File: src/rtl/fifo_memory.sv
// Single-clock 32x8 FIFO with registered read data and flags.
// Ports: CLK, RESET(sync high), DIN, READ, WRITE -> DOUT, EMPTY, FULL.
module fifo_memory #(
  parameter int DATA_WIDTH = 32,
  parameter int DEPTH      = 8,
  parameter int ADDR_WIDTH = 3
) (
  input  logic                  CLK,
  input  logic                  RESET,
  input  logic [DATA_WIDTH-1:0] DIN,
  input  logic                  READ,
  input  logic                  WRITE,
  output logic [DATA_WIDTH-1:0] DOUT,
  output logic                  EMPTY,
  output logic                  FULL
);

  localparam logic [ADDR_WIDTH:0] CNT_FULL =
    (ADDR_WIDTH+1)'(DEPTH);
  localparam logic [ADDR_WIDTH:0] CNT_ONE =
    (ADDR_WIDTH+1)'(1);
  localparam logic [ADDR_WIDTH-1:0] PTR_ONE =
    ADDR_WIDTH'(1);

  logic [DATA_WIDTH-1:0] fifo_mem [DEPTH];
  logic [ADDR_WIDTH-1:0] wr_ptr;
  logic [ADDR_WIDTH-1:0] rd_ptr;
  logic [ADDR_WIDTH:0]   count;
  logic [ADDR_WIDTH:0]   count_nxt;
  logic                  rd_ok;
  logic                  wr_ok;

  assign rd_ok = READ & ~EMPTY;
  // A read in the same cycle frees a slot,
  // so a full FIFO still accepts the write.
  assign wr_ok = WRITE & (~FULL | rd_ok);

  always_comb begin
    count_nxt = count;
    unique case ({wr_ok, rd_ok})
      2'b10:   count_nxt = count + CNT_ONE;
      2'b01:   count_nxt = count - CNT_ONE;
      default: count_nxt = count;
    endcase
  end

  always_ff @(posedge CLK) begin
    if (RESET) begin
      wr_ptr <= '0;
      rd_ptr <= '0;
      count  <= '0;
      DOUT   <= '0;
      EMPTY  <= 1'b1;
      FULL   <= 1'b0;
      for (int i = 0; i < DEPTH; i++) begin
        fifo_mem[i] <= '0;
      end
    end else begin
      if (wr_ok) begin
        fifo_mem[wr_ptr] <= DIN;
        wr_ptr <= wr_ptr + PTR_ONE;
      end
      if (rd_ok) begin
        DOUT   <= fifo_mem[rd_ptr];
        rd_ptr <= rd_ptr + PTR_ONE;
      end
      count <= count_nxt;
      EMPTY <= (count_nxt == '0);
      FULL  <= (count_nxt == CNT_FULL);
    end
  end

endmodule

File: config.mk
export PLATFORM = sky130hd
export DESIGN_NAME = fifo_memory
export DESIGN_NICKNAME = d
export VERILOG_FILES = /design/src/rtl/fifo_memory.sv
export SDC_FILE = /design/constraint.sdc
export NUM_CORES = 1
export LEC_CHECK = 0
export ABC_AREA = 1
export CAP_MARGIN = 20
export CORE_ASPECT_RATIO = 0.75
export CORE_UTILIZATION = 50
export CTS_CLUSTER_SIZE = 24
export DETAILED_ROUTE_END_ITERATION = 10
export PLACE_DENSITY = 0.68
export SYNTH_ARGS = -nofsm -noshare
export SYNTH_HDL_FRONTEND = slang
export SYNTH_SLANG_ARGS = --single-unit
export TNS_END_PERCENT = 30
File: constraint.sdc
create_clock -name CLK -period 2.7 [get_ports CLK]
set_clock_uncertainty 0.1 [all_clocks]
set_input_delay 0.405 -clock CLK [delete_from_list [all_inputs] [get_ports CLK]]
set_output_delay 0.405 -clock CLK [all_outputs]
set_load 0.01 [all_outputs]
=== Word-level counts from Yosys, hierarchy flattened ===
Memory sizes are Yosys's and may differ from the RTL's. A register that Yosys moved wholly into a read port is not among the register bits.
Cells that the tools add are included.
W data, S select, Z words.

* Add/subtract/negate cells: 4
* Equality and inequality tests: 3
* Multiplexer cells: 9
* Bitwise logic cells: 5
* Reductions and logical operators: 2

{| class="wikitable"
|+ Operator list
! kind !! count
|-
| $mux W32 || 1
|-
| $reduce_or A32 Y1 || 1
|-
| $pmux W4 S2 || 1
|-
| $add A3 B1 Y3 const B || 2
|-
| $mux W1 || 6
|-
| $add A4 B1 Y4 const B || 1
|-
| $eq A4 B4 Y1 const B || 1
|-
| $logic_not A4 Y1 || 1
|-
| $sub A4 B1 Y4 const B || 1
|-
| $mux W3 || 1
|-
| $and A1 B1 Y1 || 2
|-
| $eq A2 B1 Y1 const B || 1
|-
| $eq A2 B2 Y1 const B || 1
|-
| $not A1 Y1 || 2
|-
| $or A1 B1 Y1 || 1
|}

* Bits in registers: 12
* Memory bits (writable): 256
* Output and inout port bits: 34
* Memories kept: 1

{| class="wikitable"
|+ Memories
! name !! depth !! bits a word !! read ports !! clocked after memory_dff !! write ports !! line !! source
|-
| fifo_mem || 8 || 32 || 1 || 1 || 8 || 25 || <nowiki>logic [DATA_WIDTH-1:0] fifo_mem [DEPTH];</nowiki>
|}

=== Depth between registers and ports, before layout ===
Gate-level depths: netlist (run 1).

* Word-level depth: 9
* Gate-level depth with buffers: 17
* Mapped depth without buffers: 17

=== Worst setup path before layout (run 1) ===
Ideal clock, no wire load.

* Path type: input-to-reg
* From: input port READ
* To: memory fifo_mem[1][0], enable pin
* Arrival: 2.042 ns
* Required time: 2.211 ns
* Setup slack: 0.169 ns
* Stages on the path: 8
* Cells stage by stage: inv_1 -> or2_4 -> nand2_1 -> nand2_4 -> nor3_4 -> nand2_1 -> buf_6 -> nand2_1

{| class="wikitable"
|+ RTL lines
! element !! line !! source
|-
| from (decl) || 11 || <nowiki>input logic READ,</nowiki>
|-
| to (decl) || 25 ||
|}

=== Final worst setup path (run 1) ===
* From: input port READ
* To: register FULL

* Longest elaborated chain between the ends: 6
* Elaborated cells between the ends (all ways): 7

{| class="wikitable"
|+ Ends and longest elaborated chain
! element !! line !! source
|-
| $and A1 B1 Y1 * || 33 || <nowiki>assign rd_ok = READ & ~EMPTY;</nowiki>
|-
| $or A1 B1 Y1 || 36 || <nowiki>assign wr_ok = WRITE & (~FULL | rd_ok);</nowiki>
|-
| $and A1 B1 Y1 || 36 ||
|-
| $eq A2 B1 Y1 / $eq A2 B2 Y1 (equally long branches) || 40 || <nowiki>unique case ({wr_ok, rd_ok})</nowiki>
|-
| $pmux W4 S2 * || 40 ||
|-
| $eq A4 B4 Y1 * || 69 || <nowiki>FULL <= (count_nxt == CNT_FULL);</nowiki>
|-
| to (signal assigned) || 69 ||
|-
| to (decl) || 15 || <nowiki>output logic FULL</nowiki>
|}

Mark *: on every way between the ends. The rest lies on a longest branch, timed or not.
A chain may end at the register's enable or synchronous reset.

==> impl_metrics.sql, run 1 <==
INSERT INTO impl_metrics (metric_group, metric, value, unit) VALUES
('status', 'outcome', 'finished clean', ''),
('floorplan', 'die_w', '188', 'um'),
('worst_setup_path', 'worstPathMaxFanout', '4', ''),
('power', 'leakagePower', '5.81', 'nW'),
('global_routing', 'grt_pass1_vias', '8926', ''),
('clocking', 'clockBufferDepth', '3', ''),
('synthesis', 'cell_area_after_technology_mapping', '12900', 'sq um'),
('floorplan', 'core_region_area', '25100', 'sq um'),
('power', 'internal_power', '8.83', 'mW'),
('clocking', 'cts-resized-gates', '0', ''),
('power', 'max-vdd-ir-drop', '0.499', 'mV'),
('global_routing', 'grt_residual_overflow', '0', ''),
('sta', 'fmax', '451', 'MHz'),
('sta', 'setup_repair_after_global_routing_missed_its_margin', 'no', ''),
('power', 'net_switching_power_figure', '3.54', 'mW'),
('routing', 'via_count_of_the_routed_design', '9245', ''),
('sta', 'worst_setup_slack_after_layout', '483', 'ps'),
('placement', 'final_hpwl_from_detailed_placement', '17100', 'um'),
('routing', 'drc_errors', '0', ''),
('routing', 'detail_route.iter0.violations', '800', ''),
('global_routing', 'number_of_antenna_violations_at_the_first_check_in_global_routing', '0', ''),
('sta', 'worst_slew_margin_rel', '55.7', '%'),
('power', 'seqPwrFrac', '46.1', '%'),
('power', 'power.share.switching', '28.6', '%'),
('worst_setup_path', 'crit_path_start_kind', 'input pin', ''),
('synthesis', 'netlist-cell-type-count', '23', ''),
('clocking', 'post_cts_buffers', '0', ''),
('synthesis', 'synth_top_cell_by_area', 'sky130_fd_sc_hd__edfxtp_1', ''),
('floorplan', 'floorplan.io_pins', '70', ''),
('synthesis', 'synth_top_area_share', '59.5', '%'),
('floorplan', 'die_height', '141', 'um'),
('routing', 'ant_nets', '0', ''),
('finish', 'area.growth.synth_to_final', '15.6', '%'),
('power', 'power', '12.4', 'mW'),
('power', 'power-per-cell-area', '828', 'nW/um^2'),
('finish', 'final_nets', '1350', ''),
('sta', 'timing.final.hold_violations', '0', ''),
('worst_setup_path', 'crit_path_end_kind', 'register', ''),
('sta', 'post_route_clock_period_utilization', '82.1', '%'),
('power', 'power_frac_clock', '33.7', '%'),
('placement', 'portBuffers', '69', ''),
('sta', 'fin_tns_setup', '0', 'ps'),
('clocking', 'clock-sinks', '300', ''),
('min_path', 'hp-class', 'register to register', ''),
('routing', 'routedWlPerCell', '18.7', 'um'),
('power', 'p_comb_share', '20.2', '%'),
('worst_setup_path', 'worstSetupPathType', 'input pin to register', ''),
('global_routing', 'maximum_number_of_pins_on_one_net_before_global_route_repair', '106', ''),
('floorplan', 'rows', '50', ''),
('run', 'cap_violations', '0', ''),
('clocking', 'clock_tree_from_tritoncts', 'yes', ''),
('routing', 'route.detailed.vias_per_inst', '5.54', ''),
('clocking', 'cts-hold-fix-buffers', '0', ''),
('synthesis', 'synth-seq-cells', '300', ''),
('clocking', 'clock_root_buffer', 'sky130_fd_sc_hd__clkbuf_16', ''),
('routing', 'route.final.wire_length', '31300', 'um'),
('synthesis', 'post_synth.cell_area_avg', '10.3', 'sq um'),
('clocking', 'cts_made_buffers', '29', ''),
('synthesis', 'yosys_warnings', '0', ''),
('clocking', 'path_clk_slew', '60', 'ps'),
('worst_setup_path', 'data_required_time_of_the_critical_path', '3080', 'ps'),
('placement', 'place_worst_setup_slack', '-63.9', 'ps'),
('synthesis', 'ys_top_cells_by_area', 'sky130_fd_sc_hd__edfxtp_1, sky130_fd_sc_hd__nor2_1, sky130_fd_sc_hd__dfxtp_1', ''),
('synthesis', 'synth_sequential_area_ratio', '66.3', '%'),
('floorplan', 'area_of_the_die', '26500', 'sq um'),
('global_routing', 'global_route.usage.total', '24.1', '%'),
('sta', 'min_period', '2220', 'ps'),
('synthesis', 'post_synth_inst_count', '1253', ''),
('placement', 'gpl.final_weighted_congestion', '0.764', ''),
('global_routing', 'first_pass_grt_wire_length', '49600', 'um'),
('clocking', 'cts_htree_levels', '1', ''),
('synthesis', 'post_syn_nets', '1294', ''),
('worst_setup_path', 'worst-endpoint-arrival', '2590', 'ps'),
('finish', 'n_antenna_cell', '0', ''),
('finish', 'fraction_of_layout_instances_using_a_drive_strength_above_1', '7.36', '%'),
('clocking', 'clock_insertion_delay_at_the_later_pin_of_the_skew_report', '550', 'ps'),
('sta', 'max_slew.worst_pin.slew', '664', 'ps'),
('routing', 'drt_pre_antenna_iters', '5', ''),
('sta', 'report.final.slew_viol_count', '0', ''),
('sta', 'setup_violations', '0', ''),
('floorplan', 'start_util', '51.4', '%');
final timing paths:
path	endpoint	start	slack, ps	depth (start not counted)
hold / removal	DOUT[12]	DOUT[12]	440	2
hold reg to reg	DOUT[12]	DOUT[12]	440	2
setup / recovery	FULL	READ	480	16
setup reg to reg	FULL	EMPTY	490	14
Yosys cell counts:
cell type,instances
sky130_fd_sc_hd__clkbuf_1,35
sky130_fd_sc_hd__nor3_4,2
sky130_fd_sc_hd__nand4_2,1
sky130_fd_sc_hd__nand2_1,69
sky130_fd_sc_hd__ha_1,5
sky130_fd_sc_hd__inv_2,1
sky130_fd_sc_hd__nand3_1,7
sky130_fd_sc_hd__o211ai_1,64
sky130_fd_sc_hd__dfxtp_1,44
sky130_fd_sc_hd__edfxtp_1,256
sky130_fd_sc_hd__nand2_4,1
sky130_fd_sc_hd__buf_1,7
sky130_fd_sc_hd__nor2_1,460
sky130_fd_sc_hd__a21oi_1,39
sky130_fd_sc_hd__inv_1,51
sky130_fd_sc_hd__or2_4,1
sky130_fd_sc_hd__buf_4,1
sky130_fd_sc_hd__xnor2_1,2
sky130_fd_sc_hd__buf_2,24
sky130_fd_sc_hd__o21ai_0,142
sky130_fd_sc_hd__buf_6,18
sky130_fd_sc_hd__o21bai_1,1
sky130_fd_sc_hd__o21ai_1,22
flip-flops by register name (all words and copies together) (netlist names):
signal / cells
DOUT: 32
count: 4
wr_ptr: 3
fifo_mem: 256
rd_ptr: 3
FULL: 1
EMPTY: 1
layout by cell type, fill, tap and decap left out, types with 4 or more instances in the layout:
| master | synthesis | layout |
|---|---|---|
| sky130_fd_sc_hd__nor2_1 | 460 | 460 |
| sky130_fd_sc_hd__edfxtp_1 | 256 | 256 |
| sky130_fd_sc_hd__o21ai_0 | 142 | 142 |
| sky130_fd_sc_hd__nand2_1 | 69 | 69 |
| sky130_fd_sc_hd__clkdlybuf4s50_1 | 0 | 69 |
| sky130_fd_sc_hd__o211ai_1 | 64 | 64 |
| sky130_fd_sc_hd__inv_1 | 51 | 50 |
| sky130_fd_sc_hd__dfxtp_1 | 44 | 42 |
| sky130_fd_sc_hd__a21oi_1 | 39 | 39 |
| sky130_fd_sc_hd__buf_4 | 1 | 33 |
| sky130_fd_sc_hd__clkbuf_16 | 0 | 29 |
| sky130_fd_sc_hd__o21ai_1 | 22 | 22 |
| sky130_fd_sc_hd__clkinv_2 | 0 | 9 |
| sky130_fd_sc_hd__buf_12 | 0 | 8 |
| sky130_fd_sc_hd__nand3_1 | 7 | 7 |
| sky130_fd_sc_hd__ha_1 | 5 | 5 |
| sky130_fd_sc_hd__clkbuf_1 | 35 | 4 |
| sky130_fd_sc_hd__bufinv_16 | 0 | 4 |
through the flow:
step | utilization, % | instances | hold WS [ps] | instance area, sq um
6_report | 59.4 | 1670 | 439 | 14900
5_1_grt | 59.4 | 1670 | 465 | 14900
4_1_cts | 59.4 | 1670 | 442 | 14900
3_5_place_dp | 55.5 | 1616 | 427 | 14000
3_3_place_gp | 55.5 | 1616 | 412 | 14000
2_1_floorplan | - | 1253 | 374 | 12900
metal layers:
metal  share of wire [%]  global-route usage [%]  up-vias
met4                 1.3                    5.69        0
met5                   0                       0        -
met3                 7.3                    3.68       40
met2                  47                    39.3      324
met1                  45                    34.2     4501
li1                    -                       -     4380
power groups by stage:
stage	combinational, mW	sequential [mW]	clock, mW
after CTS	2.51	5.71	4.21
after global routing	2.81	5.75	4.40
after detailed placement	2.50	5.80	0
after floorplan	1.57	5.76	0
final	2.50	5.70	4.16
after global placement	2.45	5.79	0
worst max-delay path, stage by stage:
cell	delay (ps)
sky130_fd_sc_hd__clkdlybuf4s50_1	460
sky130_fd_sc_hd__inv_1	40
sky130_fd_sc_hd__or2_4	230
sky130_fd_sc_hd__nand2_1	100
sky130_fd_sc_hd__nand2_4	50
sky130_fd_sc_hd__ha_1	210
sky130_fd_sc_hd__nand2_1	70
sky130_fd_sc_hd__inv_1	50
sky130_fd_sc_hd__nor2_1	150
sky130_fd_sc_hd__ha_1	260
sky130_fd_sc_hd__nand2_1	90
sky130_fd_sc_hd__nand2_1	50
sky130_fd_sc_hd__nor2_1	90
sky130_fd_sc_hd__nand3_1	100
sky130_fd_sc_hd__buf_4	140
sky130_fd_sc_hd__nor2_1	100
kinds of logic (layout without fill, tap and decap cells):
kind of cell    Yosys count  after routing  synth area share, %
fa+ha+maj                 5              5                0.484
simple gates            541            541                 16.1
compound gates          268            268                 11.6
xor+xnor                  2              2                0.136
buf+inv                 137            216                 5.29
flops                   300            300                 66.3
cell type report:
class	instances	area, sq um
clock buffer	34	754
clock inverter	20	218
inverter	52	198
timing repair buffer	110	1100
tap	338	423
multi-input combinational	816	3670
sequential	300	8580
fill	2128	10200
(Power assumes the default switching activity.)
==> inputs of run 2 (changes only) <==
==> constraint.sdc (replaced) <==
create_clock -name CLK -period 2.11 [get_ports CLK]
set_clock_uncertainty 0.1 [all_clocks]
set_input_delay 0.3165 -clock CLK [delete_from_list [all_inputs] [get_ports CLK]]
set_output_delay 0.3165 -clock CLK [all_outputs]
set_load 0.01 [all_outputs]
==> impl_metrics.sql, run 2 (synthesized netlist as in run 1, its figures left out) <==
INSERT INTO impl_metrics (metric_group, metric, value, unit) VALUES
('status', 'outcome', 'finished clean', ''),
('worst_setup_path', 'crit_path_start_kind', 'register', ''),
('power', 'power-per-cell-area', '1050', 'nW/um^2'),
('power', 'power_frac_clock', '32.9', '%'),
('finish', 'final_design_area_no_fill', '15400', 'sq um'),
('worst_setup_path', 'r2r-start', 'EMPTY', ''),
('finish', 'reg.largest.list', 'fifo_mem: 256 flops, DOUT: 32 flops, count: 4 flops', ''),
('routing', 'via_count_of_the_routed_design', '9374', ''),
('clocking', 'clock-sinks', '300', ''),
('sta', 'fmax', '504', 'MHz'),
('floorplan', 'die_w', '188', 'um'),
('routing', 'drt_pre_antenna_iters', '5', ''),
('finish', 'largest-register', 'fifo_mem', ''),
('clocking', 'cts_htree_levels', '1', ''),
('global_routing', 'first_pass_grt_wire_length', '49600', 'um'),
('min_path', 'hp-class', 'register to register', ''),
('routing', 'detail_route.iter0.violations', '934', ''),
('finish', 'largest_register_ff_count', '256', ''),
('sta', 'report.final.slew_viol_count', '0', ''),
('finish', 'highest_count_cells_in_the_layout_ignoring_fill_and_taps', 'sky130_fd_sc_hd__nor2_1, sky130_fd_sc_hd__edfxtp_1, sky130_fd_sc_hd__o21ai_0', ''),
('worst_setup_path', 'crit_slowest_cell', 'sky130_fd_sc_hd__ha_2', ''),
('placement', 'placed_area', '14400', 'sq um'),
('sta', 'worst_slew_margin_rel', '55.0', '%'),
('min_path', 'hold_path_startpoint', 'wr_ptr[2]', ''),
('clocking', 'clock_insertion_delay_at_the_later_pin_of_the_skew_report', '560', 'ps'),
('placement', 'place_worst_setup_slack', '-499', 'ps'),
('routing', 'route.detailed.vias_per_inst', '5.53', ''),
('sta', 'timing.final.hold_violations', '0', ''),
('clocking', 'clockBufferDepth', '3', ''),
('power', 'internal_power', '11.5', 'mW'),
('global_routing', 'maximum_number_of_pins_on_one_net_before_global_route_repair', '68', ''),
('sta', 'post_route_clock_period_utilization', '94.0', '%'),
('sta', 'setup_violations', '0', ''),
('worst_setup_path', 'startpoint', 'EMPTY', ''),
('floorplan', 'area_of_the_die', '26500', 'sq um'),
('clocking', 'cts_made_buffers', '29', ''),
('power', 'p_comb_share', '22.0', '%'),
('floorplan', 'rows', '50', ''),
('floorplan', 'floorplan.io_pins', '70', ''),
('clocking', 'clock_root_buffer', 'sky130_fd_sc_hd__clkbuf_16', ''),
('sta', 'max_slew.worst_pin.slew', '675', 'ps'),
('power', 'power.share.switching', '28.5', '%'),
('routing', 'drc_errors', '0', ''),
('power', 'net_switching_power_figure', '4.59', 'mW'),
('floorplan', 'core_region_area', '25100', 'sq um'),
('placement', 'gpl.final_weighted_congestion', '0.775', ''),
('run', 'cap_violations', '0', ''),
('floorplan', 'die_height', '141', 'um'),
('worst_setup_path', 'worstSetupPathType', 'register to register', ''),
('global_routing', 'global_route.usage.total', '24.2', '%'),
('routing', 'routedWlPerCell', '18.6', 'um'),
('finish', 'area.growth.synth_to_final', '19.3', '%'),
('sta', 'min_period', '1980', 'ps'),
('global_routing', 'grt_pass1_vias', '8968', ''),
('global_routing', 'number_of_antenna_violations_at_the_first_check_in_global_routing', '0', ''),
('power', 'max-vdd-ir-drop', '0.715', 'mV'),
('power', 'seqPwrFrac', '45.1', '%'),
('clocking', 'clock_tree_from_tritoncts', 'yes', ''),
('routing', 'route.final.wire_length', '31600', 'um'),
('power', 'leakagePower', '6.01', 'nW'),
('sta', 'setup_repair_after_global_routing_missed_its_margin', 'no', ''),
('finish', 'final_nets', '1378', ''),
('worst_setup_path', 'data_required_time_of_the_critical_path', '2490', 'ps'),
('finish', 'fraction_of_layout_instances_using_a_drive_strength_above_1', '10.5', '%'),
('worst_setup_path', 'max_stage_delay', '370', 'ps'),
('finish', 'most_frequent_standard_cell_in_the_layout_excluding_fill_and_tap_cells', 'sky130_fd_sc_hd__nor2_1', ''),
('floorplan', 'start_util', '51.4', '%'),
('sta', 'fin_tns_setup', '0', 'ps'),
('worst_setup_path', 'crit_path_end_kind', 'register', ''),
('finish', 'n_antenna_cell', '0', ''),
('clocking', 'path_clk_slew', '60', 'ps'),
('placement', 'final_hpwl_from_detailed_placement', '18100', 'um'),
('placement', 'portBuffers', '69', ''),
('routing', 'ant_nets', '0', ''),
('worst_setup_path', 'worstPathMaxFanout', '6', ''),
('worst_setup_path', 'cp_cell_sequence', 'or2_4, nand2_4, nand2_4, buf_4, ha_2, inv_1, nand2_1, nand2_1, nor2_2, nand3_2, buf_4, nor2_1', ''),
('global_routing', 'grt_residual_overflow', '0', ''),
('worst_setup_path', 'worst-endpoint-arrival', '2360', 'ps'),
('sta', 'worst_setup_slack_after_layout', '127', 'ps');
[run 2: cell type report]
cell class                      count  area [sq um]
Clock buffer                       37           786
Clock inverter                     15           174
Fill cell                        2060          9740
Inverter                           52           198
Multi-Input combinational cell    816          3780
Sequential cell                   300          8580
Tap cell                          338           423
Timing Repair Buffer              138          1470
[run 2: worst paths after layout]
path | end | slack, ps | cells past startpoint
worst max-delay path | FULL | 130 | 12
worst min-delay path | wr_ptr[2] | 430 | 2
worst max register to register | FULL | 130 | 12
worst min register to register | wr_ptr[2] | 430 | 2
[run 2: power groups by stage]
stage          combinational (mW)  clock, mW  sequential, mW
5_1_grt                      3.95       5.59            7.33
3_3_place_gp                 3.39          0            7.36
3_5_place_dp                 3.44          0            7.37
2_1_floorplan                2.02          0            7.36
4_1_cts                      3.47       5.34            7.25
6_report                     3.55       5.30            7.27
[run 2: metrics by stage]
stage	cells	power, mW	utilization, %	hold WS (ps)
2_1_floorplan	1253	9.38	-	286
3_3_place_gp	1643	10.7	57.1	411
5_1_grt	1696	16.9	61.3	457
6_report	1696	16.1	61.3	425
4_1_cts	1695	16.1	61.0	415
3_5_place_dp	1643	10.8	57.1	405
[run 2: critical path, delay by kind of cell, from the launching register on]
family	cells	cell delay, ps
AND/OR/NAND/NOR	8	760
flip-flops	1	320
buffers and inverters	3	380
adder cells (fa/ha/maj)	1	370
[run 2: timing repair]
| item | in CTS | in global routing |
|---|---|---|
| pin swaps | 1 | 5 |
| resized for setup | 3 | 16 |
| hold buffers | 0 | 0 |
| buffers inserted | 0 | 1 |
| setup endpoints to repair | 3 | 4 |
[run 2: routing by layer]
metal	GRT usage, %	routed length [um]	vias to the layer above
met5	0	0	-
met4	4.45	525	0
met3	3.78	2410	44
met2	39.5	14600	353
met1	34.8	14100	4536
li1	-	-	4441
==> inputs of run 3 (changes only) <==
--- a/config.mk
+++ b/config.mk
@@ -12,6 +12,7 @@
 export CTS_CLUSTER_SIZE = 24
 export DETAILED_ROUTE_END_ITERATION = 10
 export PLACE_DENSITY = 0.68
+export SKIP_CTS_REPAIR_TIMING = 1
 export SYNTH_ARGS = -nofsm -noshare
 export SYNTH_HDL_FRONTEND = slang
 export SYNTH_SLANG_ARGS = --single-unit
==> impl_metrics.sql, run 3 (synthesized netlist as in run 1, its figures left out) <==
INSERT INTO impl_metrics (metric_group, metric, value, unit) VALUES
('worst_setup_path', 'critical_path.n_buffers_inverters', '2', ''),
('power', 'power-per-cell-area', '1050', 'nW/um^2'),
('routing', 'drc_errors', '0', ''),
('finish', 'largest-register', 'fifo_mem', ''),
('routing', 'routedWlPerCell', '18.7', 'um'),
('finish', 'highest_count_cells_in_the_layout_ignoring_fill_and_taps', 'sky130_fd_sc_hd__nor2_1, sky130_fd_sc_hd__edfxtp_1, sky130_fd_sc_hd__o21ai_0', ''),
('floorplan', 'rows', '50', ''),
('finish', 'final_nets', '1378', ''),
('finish', 'reg.largest.list', 'fifo_mem: 256 flops, DOUT: 32 flops, count: 4 flops', ''),
('worst_setup_path', 'max_stage_delay', '320', 'ps'),
('sta', 'report.final.slew_viol_count', '0', ''),
('clocking', 'cts_made_buffers', '29', ''),
('routing', 'detail_route.iter0.violations', '895', ''),
('power', 'internal_power', '11.5', 'mW'),
('clocking', 'cts_htree_levels', '1', ''),
('run', 'cap_violations', '0', ''),
('floorplan', 'core_region_area', '25100', 'sq um'),
('worst_setup_path', 'cp_cell_sequence', 'or2_4, nand2_4, nand2_4, ha_4, nor2_4, nor2_4, ha_1, a21oi_2, inv_1, nand2_1, nand3_2, nand3_2, nand2_1, nand2_1, inv_1', ''),
('floorplan', 'start_util', '51.4', '%'),
('worst_setup_path', 'worst-endpoint-arrival', '2350', 'ps'),
('finish', 'largest_register_ff_count', '256', ''),
('placement', 'gpl.final_weighted_congestion', '0.775', ''),
('finish', 'final_design_area_no_fill', '15400', 'sq um'),
('finish', 'final_core_util', '61.2', '%'),
('power', 'seqPwrFrac', '45.1', '%'),
('floorplan', 'die_w', '188', 'um'),
('routing', 'route.detailed.vias_per_inst', '5.54', ''),
('routing', 'ant_nets', '0', ''),
('sta', 'worst_slew_margin_rel', '53.1', '%'),
('placement', 'dpl.cell_count', '1643', ''),
('global_routing', 'maximum_number_of_pins_on_one_net_before_global_route_repair', '68', ''),
('power', 'power.share.switching', '28.5', '%'),
('min_path', 'hp-class', 'register to register', ''),
('power', 'net_switching_power_figure', '4.59', 'mW'),
('sta', 'fin_tns_setup', '0', 'ps'),
('floorplan', 'die_height', '141', 'um'),
('sta', 'fmax', '499', 'MHz'),
('routing', 'route.final.wire_length', '31700', 'um'),
('worst_setup_path', 'crit_path_frequent_cell', 'sky130_fd_sc_hd__nand2_1', ''),
('clocking', 'clock_tree_from_tritoncts', 'yes', ''),
('global_routing', 'first_pass_grt_wire_length', '49600', 'um'),
('global_routing', 'number_of_antenna_violations_at_the_first_check_in_global_routing', '0', ''),
('finish', 'most_frequent_standard_cell_in_the_layout_excluding_fill_and_tap_cells', 'sky130_fd_sc_hd__nor2_1', ''),
('min_path', 'hold_path_startpoint', 'wr_ptr[2]', ''),
('power', 'max-vdd-ir-drop', '0.715', 'mV'),
('finish', 'area.growth.synth_to_final', '19.1', '%'),
('floorplan', 'floorplan.io_pins', '70', ''),
('placement', 'final_hpwl_from_detailed_placement', '18100', 'um'),
('routing', 'via_count_of_the_routed_design', '9394', ''),
('finish', 'n_antenna_cell', '0', ''),
('sta', 'setup_violations', '0', ''),
('worst_setup_path', 'crit_slowest_cell', 'sky130_fd_sc_hd__dfxtp_2', ''),
('worst_setup_path', 'r2r-start', 'EMPTY', ''),
('clocking', 'clockBufferDepth', '3', ''),
('worst_setup_path', 'startpoint', 'EMPTY', ''),
('worst_setup_path', 'worstSetupPathType', 'register to register', ''),
('finish', 'fraction_of_layout_instances_using_a_drive_strength_above_1', '10.4', '%'),
('global_routing', 'global_route.usage.total', '24.2', '%'),
('sta', 'max_slew.worst_pin.slew', '703', 'ps'),
('finish', 'num-fill-cells', '2063', ''),
('status', 'outcome', 'finished clean', ''),
('global_routing', 'grt_residual_overflow', '0', ''),
('placement', 'place_worst_setup_slack', '-499', 'ps'),
('placement', 'placed_area', '14400', 'sq um'),
('worst_setup_path', 'data_required_time_of_the_critical_path', '2450', 'ps'),
('clocking', 'clock_root_buffer', 'sky130_fd_sc_hd__clkbuf_16', ''),
('placement', 'portBuffers', '69', ''),
('clocking', 'clock_insertion_delay_at_the_later_pin_of_the_skew_report', '560', 'ps'),
('worst_setup_path', 'worstPathMaxFanout', '3', ''),
('sta', 'post_route_clock_period_utilization', '95.0', '%'),
('floorplan', 'area_of_the_die', '26500', 'sq um'),
('global_routing', 'grt_pass1_vias', '8958', ''),
('finish', 'stdcell_count', '1696', ''),
('power', 'power_frac_clock', '32.9', '%'),
('sta', 'worst_setup_slack_after_layout', '106', 'ps'),
('worst_setup_path', 'crit_path_end_kind', 'register', ''),
('power', 'p_comb_share', '22.0', '%'),
('clocking', 'clock-sinks', '300', ''),
('power', 'leakagePower', '6.01', 'nW'),
('sta', 'min_period', '2000', 'ps'),
('worst_setup_path', 'cpLargestDelayFamily', 'simple AND/OR/NAND/NOR gates', ''),
('sta', 'timing.final.hold_violations', '0', ''),
('clocking', 'path_clk_slew', '60', 'ps'),
('routing', 'drt_pre_antenna_iters', '5', ''),
('worst_setup_path', 'crit_path_start_kind', 'register', '');
==> run 3: cell counts in the layout (fill, tap and decap cells not counted) <==
No cell type changed its count.
==> run 3: per-stage QoR <==
stage | power [mW] | hold slack [ps]
floorplan | 9.38 | 286
global placement | 10.7 | 411
detailed placement | 10.8 | 405
CTS | 16.0 | 415
global route | 16.8 | 457
finish | 16.1 | 421
==> run 3: area by class of cell <==
| cell class | count | area [sq um] | area share [%] |
|---|---|---|---|
| clock buffer | 37 | 786 | 5.11 |
| clock inverter | 15 | 174 | 1.13 |
| inverter | 52 | 198 | 1.28 |
| multi-input combinational | 816 | 3760 | 24.4 |
| sequential | 300 | 8580 | 55.7 |
| tap | 338 | 423 | 2.75 |
| timing repair buffer | 138 | 1470 | 9.56 |
==> run 3: layer usage <==
layer	vias to the layer above	GRT usage, %	part of all wire [%]
met5	-	0	0
met4	0	4.45	1.4
met3	42	3.78	8.1
met2	369	39.4	46
met1	4541	34.7	45
li1	4442	-	-
==> run 3: final timing paths <==
kind / slack, ps / depth (start not counted) / endpoint
setup / recovery: 110 / 15 / EMPTY
hold / removal: 420 / 2 / wr_ptr[2]
setup reg to reg: 110 / 15 / EMPTY
hold reg to reg: 420 / 2 / wr_ptr[2]
==> run 3: worst register-to-register path, stage by stage (launching register included) <==
cell and delay [ps]:
sky130_fd_sc_hd__dfxtp_2 320, sky130_fd_sc_hd__or2_4 250, sky130_fd_sc_hd__nand2_4 70, sky130_fd_sc_hd__nand2_4 50
sky130_fd_sc_hd__ha_4 170, sky130_fd_sc_hd__nor2_4 90, sky130_fd_sc_hd__nor2_4 40, sky130_fd_sc_hd__ha_1 200
sky130_fd_sc_hd__a21oi_2 140, sky130_fd_sc_hd__inv_1 70, sky130_fd_sc_hd__nand2_1 90, sky130_fd_sc_hd__nand3_2 90
sky130_fd_sc_hd__nand3_2 80, sky130_fd_sc_hd__nand2_1 50, sky130_fd_sc_hd__nand2_1 60, sky130_fd_sc_hd__inv_1 30
==> run 3: power by group through the flow <==
stage / clock (mW) / combinational [mW] / sequential, mW
after floorplan: 0 / 2.02 / 7.36
after global placement: 0 / 3.39 / 7.36
after detailed placement: 0 / 3.44 / 7.37
after CTS: 5.34 / 3.46 / 7.25
after global routing: 5.59 / 3.93 / 7.32
final: 5.31 / 3.54 / 7.26
